===== config.mk =====
export PLATFORM = sky130hd
export DESIGN_NAME = if_id_stage
export DESIGN_NICKNAME = d
export VERILOG_FILES = /design/src/rtl/if_id_stage_pkg.sv /design/src/rtl/if_id_stage_imm_gen.sv /design/src/rtl/if_id_stage.sv
export SDC_FILE = /design/constraint.sdc
export NUM_CORES = 1
export LEC_CHECK = 0
export CAP_MARGIN = 30
export CORE_ASPECT_RATIO = 1.1
export CORE_UTILIZATION = 45
export DETAILED_ROUTE_END_ITERATION = 8
export GPL_ROUTABILITY_DRIVEN = 0
export PLACE_DENSITY_LB_ADDON = 0.2
export REMOVE_ABC_BUFFERS = 1
export SLEW_MARGIN = 20
export SYNTH_ARGS = -nofsm -noshare
export SYNTH_HDL_FRONTEND = slang
export SYNTH_SLANG_ARGS = --single-unit

===== constraint.sdc =====
create_clock -name clk -period 16.9 [get_ports clk]
set_clock_uncertainty 0.05 [all_clocks]
set_input_delay 3.38 -clock clk [delete_from_list [all_inputs] [get_ports clk]]
set_output_delay 3.38 -clock clk [all_outputs]
set_load 0.005 [all_outputs]

===== src/rtl/if_id_stage_pkg.sv =====
// Shared definitions for the RV32I fetch/decode front end:
// opcode[6:2] classes, the NOP encoding and the bit layout of the D_out bundle.
package if_id_stage_pkg;

  localparam logic [4:0] R_TYPE = 5'b01100;
  localparam logic [4:0] IMME   = 5'b00100;
  localparam logic [4:0] LOAD   = 5'b00000;
  localparam logic [4:0] STORE  = 5'b01000;
  localparam logic [4:0] BRANCH = 5'b11000;
  localparam logic [4:0] JAL    = 5'b11011;
  localparam logic [4:0] JALR   = 5'b11001;
  localparam logic [4:0] LUI    = 5'b01101;
  localparam logic [4:0] AUIPC  = 5'b00101;

  localparam logic [31:0] NOP_INST = 32'h0000_0013;

  // D_out = {inst[30], rs2, rs1, funct3, rd, opcode[6:2]}
  localparam int DOUT_OP_LSB  = 0;
  localparam int DOUT_RD_LSB  = 5;
  localparam int DOUT_F3_LSB  = 10;
  localparam int DOUT_RS1_LSB = 13;
  localparam int DOUT_RS2_LSB = 18;
  localparam int DOUT_B30_BIT = 23;

endpackage


===== src/rtl/if_id_stage_imm_gen.sv =====
// Immediate generator: sign-extended I/S/B/U/J immediate selected by inst[6:2].
// R-type and unknown opcodes produce zero.
module if_id_stage_imm_gen
  import if_id_stage_pkg::*;
(
  input  logic [31:0] inst,
  output logic [31:0] imm
);

  // Format select by opcode class.
  always_comb begin
    imm = '0;
    case (inst[6:2])
      IMME, LOAD, JALR: imm = {{20{inst[31]}}, inst[31:20]};
      STORE:            imm = {{20{inst[31]}}, inst[31:25], inst[11:7]};
      BRANCH:           imm = {{19{inst[31]}}, inst[31], inst[7], inst[30:25], inst[11:8], 1'b0};
      LUI, AUIPC:       imm = {inst[31:12], 12'h000};
      JAL:              imm = {{11{inst[31]}}, inst[31], inst[19:12], inst[20], inst[30:21], 1'b0};
      R_TYPE:           imm = '0;
      default:          imm = '0;
    endcase
  end

endmodule


===== src/rtl/if_id_stage.sv =====
// RV32I fetch/decode front end: fetch PC, credit-limited instruction-memory
// requests, prefetch queue (circular buffer) and the F/D pipeline register.
// Optional macro IF_PERF_CNT_EN adds perf_issued/perf_dropped/perf_bubbles.
module if_id_stage
  import if_id_stage_pkg::*;
#(
  parameter logic [31:0] RESET_PC    = 32'h0000_0000,
  parameter int          QUEUE_DEPTH = 2
) (
  input  logic        clk,
  input  logic        rst,
  input  logic        stall,
  input  logic        redirect,
  input  logic [31:0] redirect_pc,
  output logic        im_req,
  output logic [31:0] im_addr,
  input  logic        im_ready,
  input  logic        im_rvalid,
  input  logic [31:0] im_rdata,
  output logic        D_valid,
  output logic [31:0] D_pc,
  output logic [31:0] D_inst,
  output logic [23:0] D_out,
  output logic [31:0] D_imm
`ifdef IF_PERF_CNT_EN
  ,
  output logic [31:0] perf_issued,
  output logic [31:0] perf_dropped,
  output logic [31:0] perf_bubbles
`endif
);

  localparam int CNT_W = $clog2(QUEUE_DEPTH + 1);
  localparam int PTR_W = (QUEUE_DEPTH > 1) ? $clog2(QUEUE_DEPTH) : 1;
  localparam logic [CNT_W:0]   CREDITS   = (CNT_W + 1)'(QUEUE_DEPTH);
  localparam logic [CNT_W-1:0] FULL_CNT  = CNT_W'(QUEUE_DEPTH);
  localparam logic [PTR_W-1:0] LAST_SLOT = PTR_W'(QUEUE_DEPTH - 1);

  logic [31:0]      fetch_pc;
  logic [31:0]      rsp_pc;      // PC of the next response that will be kept
  logic [CNT_W-1:0] outstanding;
  logic [CNT_W-1:0] drop_cnt;
  logic [CNT_W-1:0] q_count;
  logic [PTR_W-1:0] q_head;
  logic [PTR_W-1:0] q_tail;
  logic [31:0]      q_inst [QUEUE_DEPTH];
  logic [31:0]      q_pc   [QUEUE_DEPTH];

  logic [CNT_W:0]   credit_used;
  logic             q_empty;
  logic             issue;
  logic             rsp_drop;
  logic             rsp_push;
  logic             q_pop;
  logic [31:0]      target_pc;

  function automatic logic [PTR_W-1:0] ptr_inc(input logic [PTR_W-1:0] p);
    return (p == LAST_SLOT) ? '0 : p + PTR_W'(1);
  endfunction

  // Request gating, response routing and queue pop decisions.
  always_comb begin
    credit_used = {1'b0, outstanding} + {1'b0, q_count};
    q_empty     = (q_count == '0);
    im_req      = rst && !redirect && (credit_used < CREDITS);
    im_addr     = fetch_pc;
    issue       = im_req && im_ready;
    rsp_drop    = im_rvalid && (redirect || (drop_cnt != '0));
    rsp_push    = im_rvalid && !rsp_drop;
    q_pop       = !redirect && !stall && !q_empty;
    target_pc   = {redirect_pc[31:2], 2'b00};
  end

  // Fetch PC, credit counters and queue pointers; a redirect discards all
  // queued words and marks every in-flight response for dropping.
  always_ff @(posedge clk) begin
    if (!rst) begin
      fetch_pc    <= RESET_PC;
      rsp_pc      <= RESET_PC;
      outstanding <= '0;
      drop_cnt    <= '0;
      q_head      <= '0;
      q_tail      <= '0;
      q_count     <= '0;
    end else if (redirect) begin
      fetch_pc    <= target_pc;
      rsp_pc      <= target_pc;
      outstanding <= outstanding - CNT_W'(im_rvalid);
      drop_cnt    <= outstanding - CNT_W'(im_rvalid);
      q_head      <= '0;
      q_tail      <= '0;
      q_count     <= '0;
    end else begin
      if (issue) fetch_pc <= fetch_pc + 32'd4;
      outstanding <= outstanding + CNT_W'(issue) - CNT_W'(im_rvalid);
      if (im_rvalid && (drop_cnt != '0)) drop_cnt <= drop_cnt - CNT_W'(1);
      if (rsp_push) begin
        q_tail <= ptr_inc(q_tail);
        rsp_pc <= rsp_pc + 32'd4;
      end
      if (q_pop) q_head <= ptr_inc(q_head);
      q_count <= q_count + CNT_W'(rsp_push) - CNT_W'(q_pop);
    end
  end

  // Queue storage; no reset needed since occupancy guards every read.
  always_ff @(posedge clk) begin
    if (rst && rsp_push) begin
      q_inst[q_tail] <= im_rdata;
      q_pc[q_tail]   <= rsp_pc;
    end
  end

  // A push into a full queue without a pop means the credit limit was broken.
  always_ff @(posedge clk) begin
    if (rst && !redirect) begin
      assert (!(rsp_push && !q_pop && (q_count == FULL_CNT)));
    end
  end

  // F/D register: redirect or empty queue loads a bubble; stall holds.
  always_ff @(posedge clk) begin
    if (!rst) begin
      D_valid <= 1'b0;
      D_inst  <= NOP_INST;
      D_pc    <= '0;
    end else if (redirect || (!stall && q_empty)) begin
      D_valid <= 1'b0;
      D_inst  <= NOP_INST;
    end else if (q_pop) begin
      D_valid <= 1'b1;
      D_inst  <= q_inst[q_head];
      D_pc    <= q_pc[q_head];
    end
  end

  // Decoded field bundle of the D instruction.
  always_comb begin
    D_out                          = '0;
    D_out[DOUT_OP_LSB  +: 5]       = D_inst[6:2];
    D_out[DOUT_RD_LSB  +: 5]       = D_inst[11:7];
    D_out[DOUT_F3_LSB  +: 3]       = D_inst[14:12];
    D_out[DOUT_RS1_LSB +: 5]       = D_inst[19:15];
    D_out[DOUT_RS2_LSB +: 5]       = D_inst[24:20];
    D_out[DOUT_B30_BIT]            = D_inst[30];
  end

  if_id_stage_imm_gen u_imm_gen (
    .inst (D_inst),
    .imm  (D_imm)
  );

`ifdef IF_PERF_CNT_EN
  // Event counters; they wrap naturally at 2^32.
  always_ff @(posedge clk) begin
    if (!rst) begin
      perf_issued  <= '0;
      perf_dropped <= '0;
      perf_bubbles <= '0;
    end else begin
      perf_issued  <= perf_issued + 32'(issue);
      perf_dropped <= perf_dropped + 32'(rsp_drop);
      perf_bubbles <= perf_bubbles + 32'(!stall && (redirect || q_empty));
    end
  end
`endif

endmodule

; ---- Word-level counts from Yosys, hierarchy flattened
; Memory sizes are Yosys's and may differ from the RTL's. A register that Yosys moved wholly into a read port is not among the register bits.
; Index checks and enable logic that the tools add are counted.
[op_classes]
n_addsub = 11
magnitude_cmp = 1
n_eq_ne = 7
n_mux = 12
n_bitwise = 2
reduce_logical = 28
[ops]
columns = operator, n
row1 = $pmux 32 s5, 1
row2 = $mux 32, 4
row3 = $add 32x3->32 const B, 2
row4 = $eq 5x5->1 const B, 3
row5 = $eq 5x3->1 const B, 2
row6 = $eq 5x4->1 const B, 2
row7 = $logic_and 1x1->1, 10
row8 = $reduce_bool 2->1, 4
row9 = $mux 2, 3
row10 = $reduce_or 2->1, 3
row11 = $sub 2x1->2, 3
row12 = $logic_not 1->1, 5
row13 = $logic_not 5->1, 1
row14 = $add 2x1->2, 2
row15 = $mux 1, 4
row16 = $add 2x2->3, 1
row17 = $lt 3x2->1 const B, 1
row18 = $reduce_or 3->1, 1
row19 = $add 1x1->1 const B, 2
row20 = $logic_not 2->1, 1
row21 = $logic_or 1x1->1, 2
row22 = $not 1->1, 2
row23 = $reduce_and 2->1, 1
row24 = $sub 2x1->2 const B, 1
[totals]
register_bits = 73
ramBits = 128
in_bits = 70
output_inout_bits = 154
wordCells = 73
memories = 2
[mem_list]
columns = name, depth, width, rd, rd_ports_with_merged_regs, write_ports, line_no
row1 = q_inst, 2, 32, 1, 1, 1, if_id_stage.sv:46  ; logic [31:0] q_inst [QUEUE_DEPTH];
row2 = q_pc, 2, 32, 1, 1, 1, if_id_stage.sv:47  ; logic [31:0] q_pc [QUEUE_DEPTH];

; ---- Depth between registers and ports, before layout
; Gate-level depths: netlist (run 1).
[depth]
depth_word = 8
mapped_depth = 12
depth_no_buf = 11

; ---- Modules after synthesis
; From an unflattened synthesis (run 1), not the netlist that was laid out.
[unflattened]
hier_cells = 1004
area_unflattened_um2 = 11076.9
[by_module_without_submodules]
columns = module, instances, cells_each, area_per_inst_um2, seq_area_each_um2
row1 = if_id_stage, 1, 934, 10632.7, 6346.1
row2 = if_id_stage_imm_gen, 1, 70, 444.2, 0.0

; ---- Worst setup path after synthesis (run 1)
; Ideal clock, no wire load.
[synth_path]
path_type = in2reg
start = input port redirect
end = memory q_inst[0][0] (enable)
setup_ns = 0.558
t_arrival_ns = 8.219
required_ns = 16.292
setup_slack_ns = 8.073
stages = 4
path_buffers = 2
path_cell_list = clkbuf_1 -> nand2b_1 -> clkbuf_1 -> nor3_1
[synth_between]
elab_chain_len = 7
[synth_rtl]
columns = item, line_no
row1 = "start, declared", if_id_stage.sv:13  ; input logic redirect,
row2 = $logic_or 1x1->1, if_id_stage.sv:68  ; rsp_drop = im_rvalid && (redirect || (drop_cnt != '0));
row3 = $logic_and 1x1->1, if_id_stage.sv:68
row4 = $logic_not 1->1, if_id_stage.sv:69  ; rsp_push = im_rvalid && !rsp_drop;
row5 = $logic_and 1x1->1, if_id_stage.sv:69
row6 = $logic_and 1x1->1, if_id_stage.sv:108  ; if (rst && rsp_push) begin
row7 = $mux 1, if_id_stage.sv:108
row8 = $mux 1 (not written as such), if_id_stage.sv:109  ; q_inst[q_tail] <= im_rdata;
row9 = "end, declared", if_id_stage.sv:46
; No other way between the ends.

; ---- Worst setup path after layout (run 1)
[layout_path]
start = input port rst
end = output port im_req
[layout_between]
elab_chain_len = 2
[layout_rtl]
columns = item, line_no
row1 = "start, declared", if_id_stage.sv:11  ; input logic rst,
row2 = $logic_and 1x1->1, -
row3 = $logic_and 1x1->1, if_id_stage.sv:65  ; im_req = rst && !redirect && (credit_used < CREDITS);
row4 = "end, declared", if_id_stage.sv:15  ; output logic im_req,
; No other way between the ends.

==> qor.csv, run 1 <==
metric;value;unit
portBuffers;217;
die_w;150.7;um
routed_wl;25.26;mm
crit_fanout;34;
first_pass_iters;5;
core;0.02377;sq mm
antenna_found_initial;0;
cp-start-kind;input pin;
hpwl;16.85;mm
synthArstFlopShare;0;%
h-tree-depth;1;
num_antenna_cells;0;
path_class;in -> out;
postCtsResizedCells;0;
rsz0062_at_grt;false;
finalCritPeriodShare;52.45;%
ys_seq_elements;255;
drc;0;
p_sw_share;21.75;%
start_util;46.05;%
cap_violations;0;
grt_use_total;20.03;%
min_path_type;reg -> reg;
layout-area-overhead-vs-synth;28.43;%
cts_made_buffers;26;
cts_tree;done;
cts_hold_buf;0;
power_leakage;0.004574;uW
yosysUniqueCellTypes;57;
hold_path_depth;1;
drive_above_1_share;5.907;%
timing.setup.tns;0;ns
synthFlopType;dfxtp_1;
avgSynthCellArea;11.03;sq um
yosysSeqAreaShare;57.98;%
nets;1244;
grt_max_degree;74;
post_cts_buffers;0;
hold_viol;0;
fin_crit;8.863;ns
intPower;1073;uW
gr-total-overflow;0;
status;finished, final reports clean;
yosys_warnings;0;
clock_sinks;255;
pwr-share-clk;42.8;%
layout_commonest_cell;clkdlybuf4s50_1;
slew_headroom;39.65;%
clkTransAtPathRegs;0.06;ns
fmax;112.8;MHz
die_h;165.6;um
clock-root-buffer;clkbuf_16;
grt_pass1_vias;7488;
vdd_ir_drop_max;0.00006398;V
mappedNetlistArea;0.01095;sq mm
drt_iter0_markers;496;
synth_edf_count;124;
crit_path_end_kind;output pin;
die-area;0.02495;sq mm
reg2reg_depth;11;
worst_pin_slew;0.8935;ns
vias;8293;
p_sw;298.1;uW
io_pins;224;
p_per_area;97.51;mW/mm^2
drtAntennaViolNets;0;
setup_viol;0;
netlist.area_leader.share;34.02;%
yosysTopAreaCell;edfxtp_1;
drv_slew;0;
crit_arrival;5.43;ns
power.total;1371;uW
yosys-top-cells-area;edfxtp_1, dfxtp_1, mux2i_1;
grt_first_pass_wirelength;39.34;mm
rows;59;
via_per_inst;5.566;
final_cell_mix;clkdlybuf4s50_1, dfxtp_1, edfxtp_1;
drt-wirelength-per-cell;16.95;um
worstSkewPairLatency;0.52;ns
combPwrFrac;6.9;%
syn_inst;992;
required;13.47;ns
clockBufferDepth;3;
seq_power_share;50.2;%
-- cell families (layout without fill, tap and decap cells) --
kind of cell,count (synthesis),in the layout,share of synthesized area (%)
mux,65,65,5.967
fa+ha+maj,9,9,1.097
compound gates,203,203,12.54
flops,255,255,57.98
simple gates,334,334,15.83
xor+xnor,24,24,1.920
other cells,1,4,0.03426
buf+inv,101,291,4.630
-- through the flow --
step / hold WS, ns / worst slack [ns] / utilization, % / instances / area, sq um
global route: 0.4381 / 7.927 / 59.14 / 1490 / 14060
floorplan: 0.4107 / 8.331 / - / 908 / 10500
detailed placement: 0.4123 / 8.067 / 55.36 / 1441 / 13160
CTS: 0.4261 / 8.050 / 59.12 / 1489 / 14050
global placement: 0.4004 / 8.065 / 55.34 / 1440 / 13160
finish: 0.4198 / 8.037 / 59.14 / 1490 / 14060
-- state kept, by name (all words and copies together) (netlist names) --
name,flops
D_pc,30
outstanding,2
rsp_pc,30
q_pc,60
q_head,1
q_count,2
q_tail,1
q_inst,64
im_addr,30
drop_cnt,2
D_valid,1
D_inst,32
-- critical path, cell delays in order --
cell	delay, ns
clkdlybuf4s50_1	0.45
buf_4	0.29
nand2b_1	0.40
nor3_1	0.33
clkdlybuf4s50_1	0.56
-- power by group through the flow --
stage	Clock, uW	Combinational, uW	Sequential (uW)
5_1_grt	625	104	692
4_1_cts	601	95.2	688
3_5_place_dp	0	94.3	702
2_1_floorplan	0	44.7	698
3_3_place_gp	0	92.5	701
6_report	587	94.7	689
-- synthesized netlist by cell type, types with 22 or more instances --
cell and n:
nand3_1 27, nor3_1 27, o21ai_0 37, dfxtp_1 131
nor2_1 93, a211oi_1 72, nand2_1 66, edfxtp_1 124
clkbuf_1 54, mux2i_1 63, a21oi_1 27, buf_4 28
nand4_1 22
-- metal layers --
| metal | up-vias | GRT usage, % | wire length [um] |
|---|---|---|---|
| met1 | 3880 | 26.12 | 11060 |
| met5 | - | 0 | 0 |
| met2 | 319 | 34.27 | 11780 |
| li1 | 4050 | - | - |
| met3 | 44 | 3.214 | 1905 |
| met4 | 0 | 5.818 | 511 |
-- area by class of cell --
class,instances,area (sq um)
Clock buffer,37,753.2
Clock inverter,11,138.9
Fill cell,1994,9713
Inverter,14,53.80
Multi-Input combinational cell,639,4128
Sequential cell,255,6350
Tap cell,305,381.6
Timing Repair Buffer,229,2252
-- worst paths after layout --
kind | start | end | slack [ns]
min | D_inst[0] | D_inst[0] | 0.42
min reg2reg | D_inst[0] | D_inst[0] | 0.42
max reg2reg | q_count[0] | outstanding[1] | 13.67
max | rst | im_req | 8.04
Power figures use the tool's default switching activity.
==> inputs of run 2 (changes only) <==
Clock period 16.9 ns to 7.6 ns, I/O delays scaled along.
==> run 2 against run 1 <==
Against the previous run: worst hold slack worse by 0.012 ns; final cell count is 0.13% lower; design area is 0.30% lower; combinational power is 120% higher; count of clock-buffer cells in the layout is 5 lower; first-iteration DRC count is 9.3% higher; non-clock buffer count stayed put; critical path depth stayed put; critical endpoint unchanged; setup slack worse by 5.5 ns.
==> qor.csv, run 2 (synthesis gave the netlist of run 1 again) <==
metric;value;unit
status;finished, final reports clean;
drt-wirelength-per-cell;17.06;um
clock-root-buffer;clkbuf_16;
finalCritPeriodShare;67.08;%
rsz0062_at_grt;false;
worst_pin_slew;0.9072;ns
clkTransAtPathRegs;0.06;ns
hpwl;17.26;mm
min_path_type;reg -> reg;
die_h;165.6;um
portBuffers;217;
final_cell_mix;clkdlybuf4s50_1, dfxtp_1, edfxtp_1;
drc;0;
routed_wl;25.38;mm
cts_made_buffers;25;
first_pass_iters;7;
grt_max_degree;70;
drv_slew;0;
path_class;in -> out;
worstSkewPairLatency;0.51;ns
cts_tree;done;
grt_pass1_vias;7557;
power_leakage;0.004566;uW
vias;8208;
crit_fanout;34;
core;0.02377;sq mm
via_per_inst;5.516;
biggestRegsByFlops;q_inst x64, q_pc x60, D_inst x32;
cp-start-kind;input pin;
grt_use_total;20.12;%
vdd_ir_drop_max;0.0001629;V
drtAntennaViolNets;0;
fmax;196.2;MHz
clock_sinks;255;
crit_arrival;3.53;ns
clockBufferDepth;3;
die_w;150.7;um
largest_register_ffs;64;
post_cts_buffers;0;
largest-register;q_inst;
antenna_found_initial;0;
fin_crit;5.098;ns
dpl-instance-area;0.01315;sq mm
hold_viol;0;
start_util;46.05;%
postCtsResizedCells;0;
p_per_area;214.7;mW/mm^2
rows;59;
post-route-cell-area;0.01401;sq mm
layout_commonest_cell;clkdlybuf4s50_1;
gr-total-overflow;0;
setup_viol;0;
slew_headroom;39.19;%
required;6.03;ns
cap_violations;0;
timing.setup.tns;0;ns
drt_iter0_markers;542;
nets;1243;
io_pins;224;
drive_above_1_share;5.753;%
die-area;0.02495;sq mm
crit_path_end_kind;output pin;
cts_hold_buf;0;
layout-area-overhead-vs-synth;28.04;%
grt_first_pass_wirelength;39.50;mm
h-tree-depth;1;
## run 2: per-layer routing
layer	GRT usage (%)	wire, um	up-vias
li1	-	-	4039
met1	27.18	11400	3823
met2	33.60	11820	310
met3	2.775	1656	36
met4	5.955	506	0
met5	0	0	-
## run 2: final timing paths
path	depth (start not counted)	start	slack, ns	to
min reg2reg	1	D_inst[0]	0.41	D_inst[0]
max	5	rst	2.50	im_req
max reg2reg	11	q_count[0]	4.41	outstanding[1]
min	1	D_inst[0]	0.41	D_inst[0]
## run 2: through the flow
step	worst slack [ns]	hold WS (ns)	utilization, %	std cells	total power (uW)
after global routing	2.326	0.4445	58.95	1487	3129
after detailed placement	2.497	0.3990	55.33	1440	1769
after global placement	2.464	0.3967	55.31	1439	1764
after CTS	2.479	0.4131	58.90	1485	3042
after floorplan	0.8910	0.4107	-	908	1652
final	2.502	0.4082	58.96	1488	3010
## run 2: area by class of cell
| type | instances | area (sq um) |
|---|---|---|
| clock buffer | 32 | 681.9 |
| tap | 305 | 381.6 |
| fill | 1952 | 9756 |
| inverter | 14 | 53.80 |
| clock inverter | 13 | 165.2 |
| sequential | 255 | 6350 |
| multi-input combinational | 639 | 4128 |
| timing repair buffer | 229 | 2252 |
| antenna | 1 | 2.502 |
## run 2: worst max-delay path, stage by stage
cell and delay, ns:
clkdlybuf4s50_1 0.45, buf_4 0.28, nand2b_1 0.41, nor3_1 0.30, clkdlybuf4s50_1 0.56
## run 2: where the power goes
| group | total, uW | switching (uW) | internal, uW |
|---|---|---|---|
| clock | 1270 | 501 | 767 |
| combinational | 210 | 103 | 106 |
| sequential | 1530 | 45.0 | 1490 |
==> inputs of run 3 (changes only) <==
Clock period 7.6 ns to 4.2 ns, I/O delays scaled along.
==> run 3 against run 2 <==
Against the previous run: global-route usage rose by 0.46 points; utilization up 0.83 points; sequential power rose by 81%; die area did not move; combinational power increased by 85%; count of clock-buffer cells in the layout shrank 2; design area increased by 1.4%; sequential cell count is the same; largest power group unchanged; non-clock buffer count increased by 5; critical path type is now reg -> out; critical endpoint is now D_imm[26]; power increased by 89%; wire length grew 2.4%; worst hold slack better by 0.0059 ns.
==> qor.csv, run 3 (synthesis gave the netlist of run 1 again) <==
metric;value;unit
status;finished, final reports clean;
vias;8292;
drt_iter0_markers;394;
hold_end;D_inst[0];
gr-total-overflow;0;
clock_sinks;255;
postCtsResizedCells;0;
drive_above_1_share;6.717;%
start_util;46.05;%
clock-root-buffer;clkbuf_16;
stdcell_count;1496;
rows;59;
grt_pass1_vias;7545;
first_pass_iters;4;
final_cell_mix;clkdlybuf4s50_1, dfxtp_1, edfxtp_1;
via_per_inst;5.543;
grt_use_total;20.58;%
crit_fanout;11;
layout_commonest_cell;clkdlybuf4s50_1;
finalCritPeriodShare;85.46;%
drtAntennaViolNets;0;
layout-area-overhead-vs-synth;29.85;%
crit_path_end_kind;output pin;
min_path_type;reg -> reg;
hold_path_depth;1;
biggestRegsByFlops;q_inst x64, q_pc x60, D_inst x32;
seq_area;0.006350;sq mm
routed_wl;25.99;mm
vdd_ir_drop_max;0.0002432;V
clkTransAtPathRegs;0.06;ns
cp_slowest_stage_delay;0.52;ns
worstPathCellList;mux2_2, o31ai_1, buf_4, nand2_1, nand2_1, clkdlybuf4s50_1;
grt_first_pass_wirelength;40.20;mm
required;3.31;ns
reg2reg_slack;1.11;ns
p_per_area;400.7;mW/mm^2
clockBufferDepth;3;
die_w;150.7;um
cp-start-kind;register;
post_cts_buffers;0;
crit_path_frequent_cell;nand2_1;
die-area;0.02495;sq mm
r2r_start;q_count[0];
antenna_found_initial;0;
core;0.02377;sq mm
cap_violations;0;
drt-wirelength-per-cell;17.37;um
hp-start;D_inst[0];
worst_pin_slew;0.8184;ns
fmax;278.6;MHz
cts_hold_buf;0;
grt_max_degree;121;
num_antenna_cells;0;
hpwl;17.48;mm
nets;1250;
hold_viol;0;
multi_input_area;0.004128;sq mm
path_class;reg -> out;
portBuffers;217;
h-tree-depth;1;
worstSkewPairLatency;0.52;ns
io_pins;224;
timing.setup.tns;0;ns
die_h;165.6;um
largest-register;q_inst;
rsz0062_at_grt;false;
r2r_end;im_addr[23];
drc;0;
crit_arrival;2.70;ns
largest_register_ffs;64;
slowest_stage;clkdlybuf4s50_1;
power_leakage;0.004650;uW
fillers;2002;
reg2reg_depth;6;
cts_made_buffers;27;
cts_tree;done;
slew_headroom;45.44;%
fin_crit;3.589;ns
dp_cells;1446;
drv_slew;0;
setup_viol;0;
## run 3: power by group
part	switching (uW)	total [uW]	leakage (uW)	internal, uW
Sequential	83.3	2770	0.00220	2690
Clock	965	2530	0.000463	1570
Combinational	191	389	0.00199	199
Total	1240	5700	0.00465	4460
## run 3: layout make-up
| class | instances | area share [%] |
|---|---|---|
| tap | 305 | 2.685 |
| sequential | 255 | 44.68 |
| timing repair buffer | 234 | 16.48 |
| clock buffer | 30 | 4.904 |
| multi-input combinational | 639 | 29.04 |
| clock inverter | 19 | 1.831 |
| inverter | 14 | 0.3786 |
## run 3: per-stage QoR
stage	total power, uW	utilization [%]	instance area [sq um]	hold slack, ns	setup WS, ns
after CTS	5751	59.77	14210	0.4178	0.5807
after global placement	3202	55.74	13250	0.3969	0.8311
after floorplan	2989	-	10500	0.4107	-1.829
final	5695	59.79	14210	0.4140	0.6107
after global routing	5906	59.79	14210	0.4369	0.4306
after detailed placement	3213	55.74	13250	0.4031	0.8084
## run 3: metal layers
metal	global-route usage, %	share of wire, %
met5	0	0
met4	6.682	2.2
met3	2.967	6.3
met2	33.66	47
met1	28.09	45
## run 3: worst max-delay path by stage
stage / startpoint / endpoint / slack, ns
2_1_floorplan: redirect / q_inst[0][0] / -1.83
3_3_place_gp: im_rvalid / rsp_pc[27] / 0.83
3_5_place_dp: rst / outstanding[1] / 0.81
4_1_cts: D_inst[5] / D_imm[26] / 0.58
5_1_grt: D_inst[5] / D_imm[26] / 0.43
6_report: D_inst[5] / D_imm[26] / 0.61
## run 3: critical path: cells and delay by family, from the launching register on
| kind | cells | cell delay, ns |
|---|---|---|
| AND/OR/NAND/NOR | 2 | 0.41 |
| buffers and inverters | 2 | 0.73 |
| AO/OA/AOI/OAI | 1 | 0.21 |
| flip-flops | 1 | 0.48 |
| multiplexers | 1 | 0.37 |
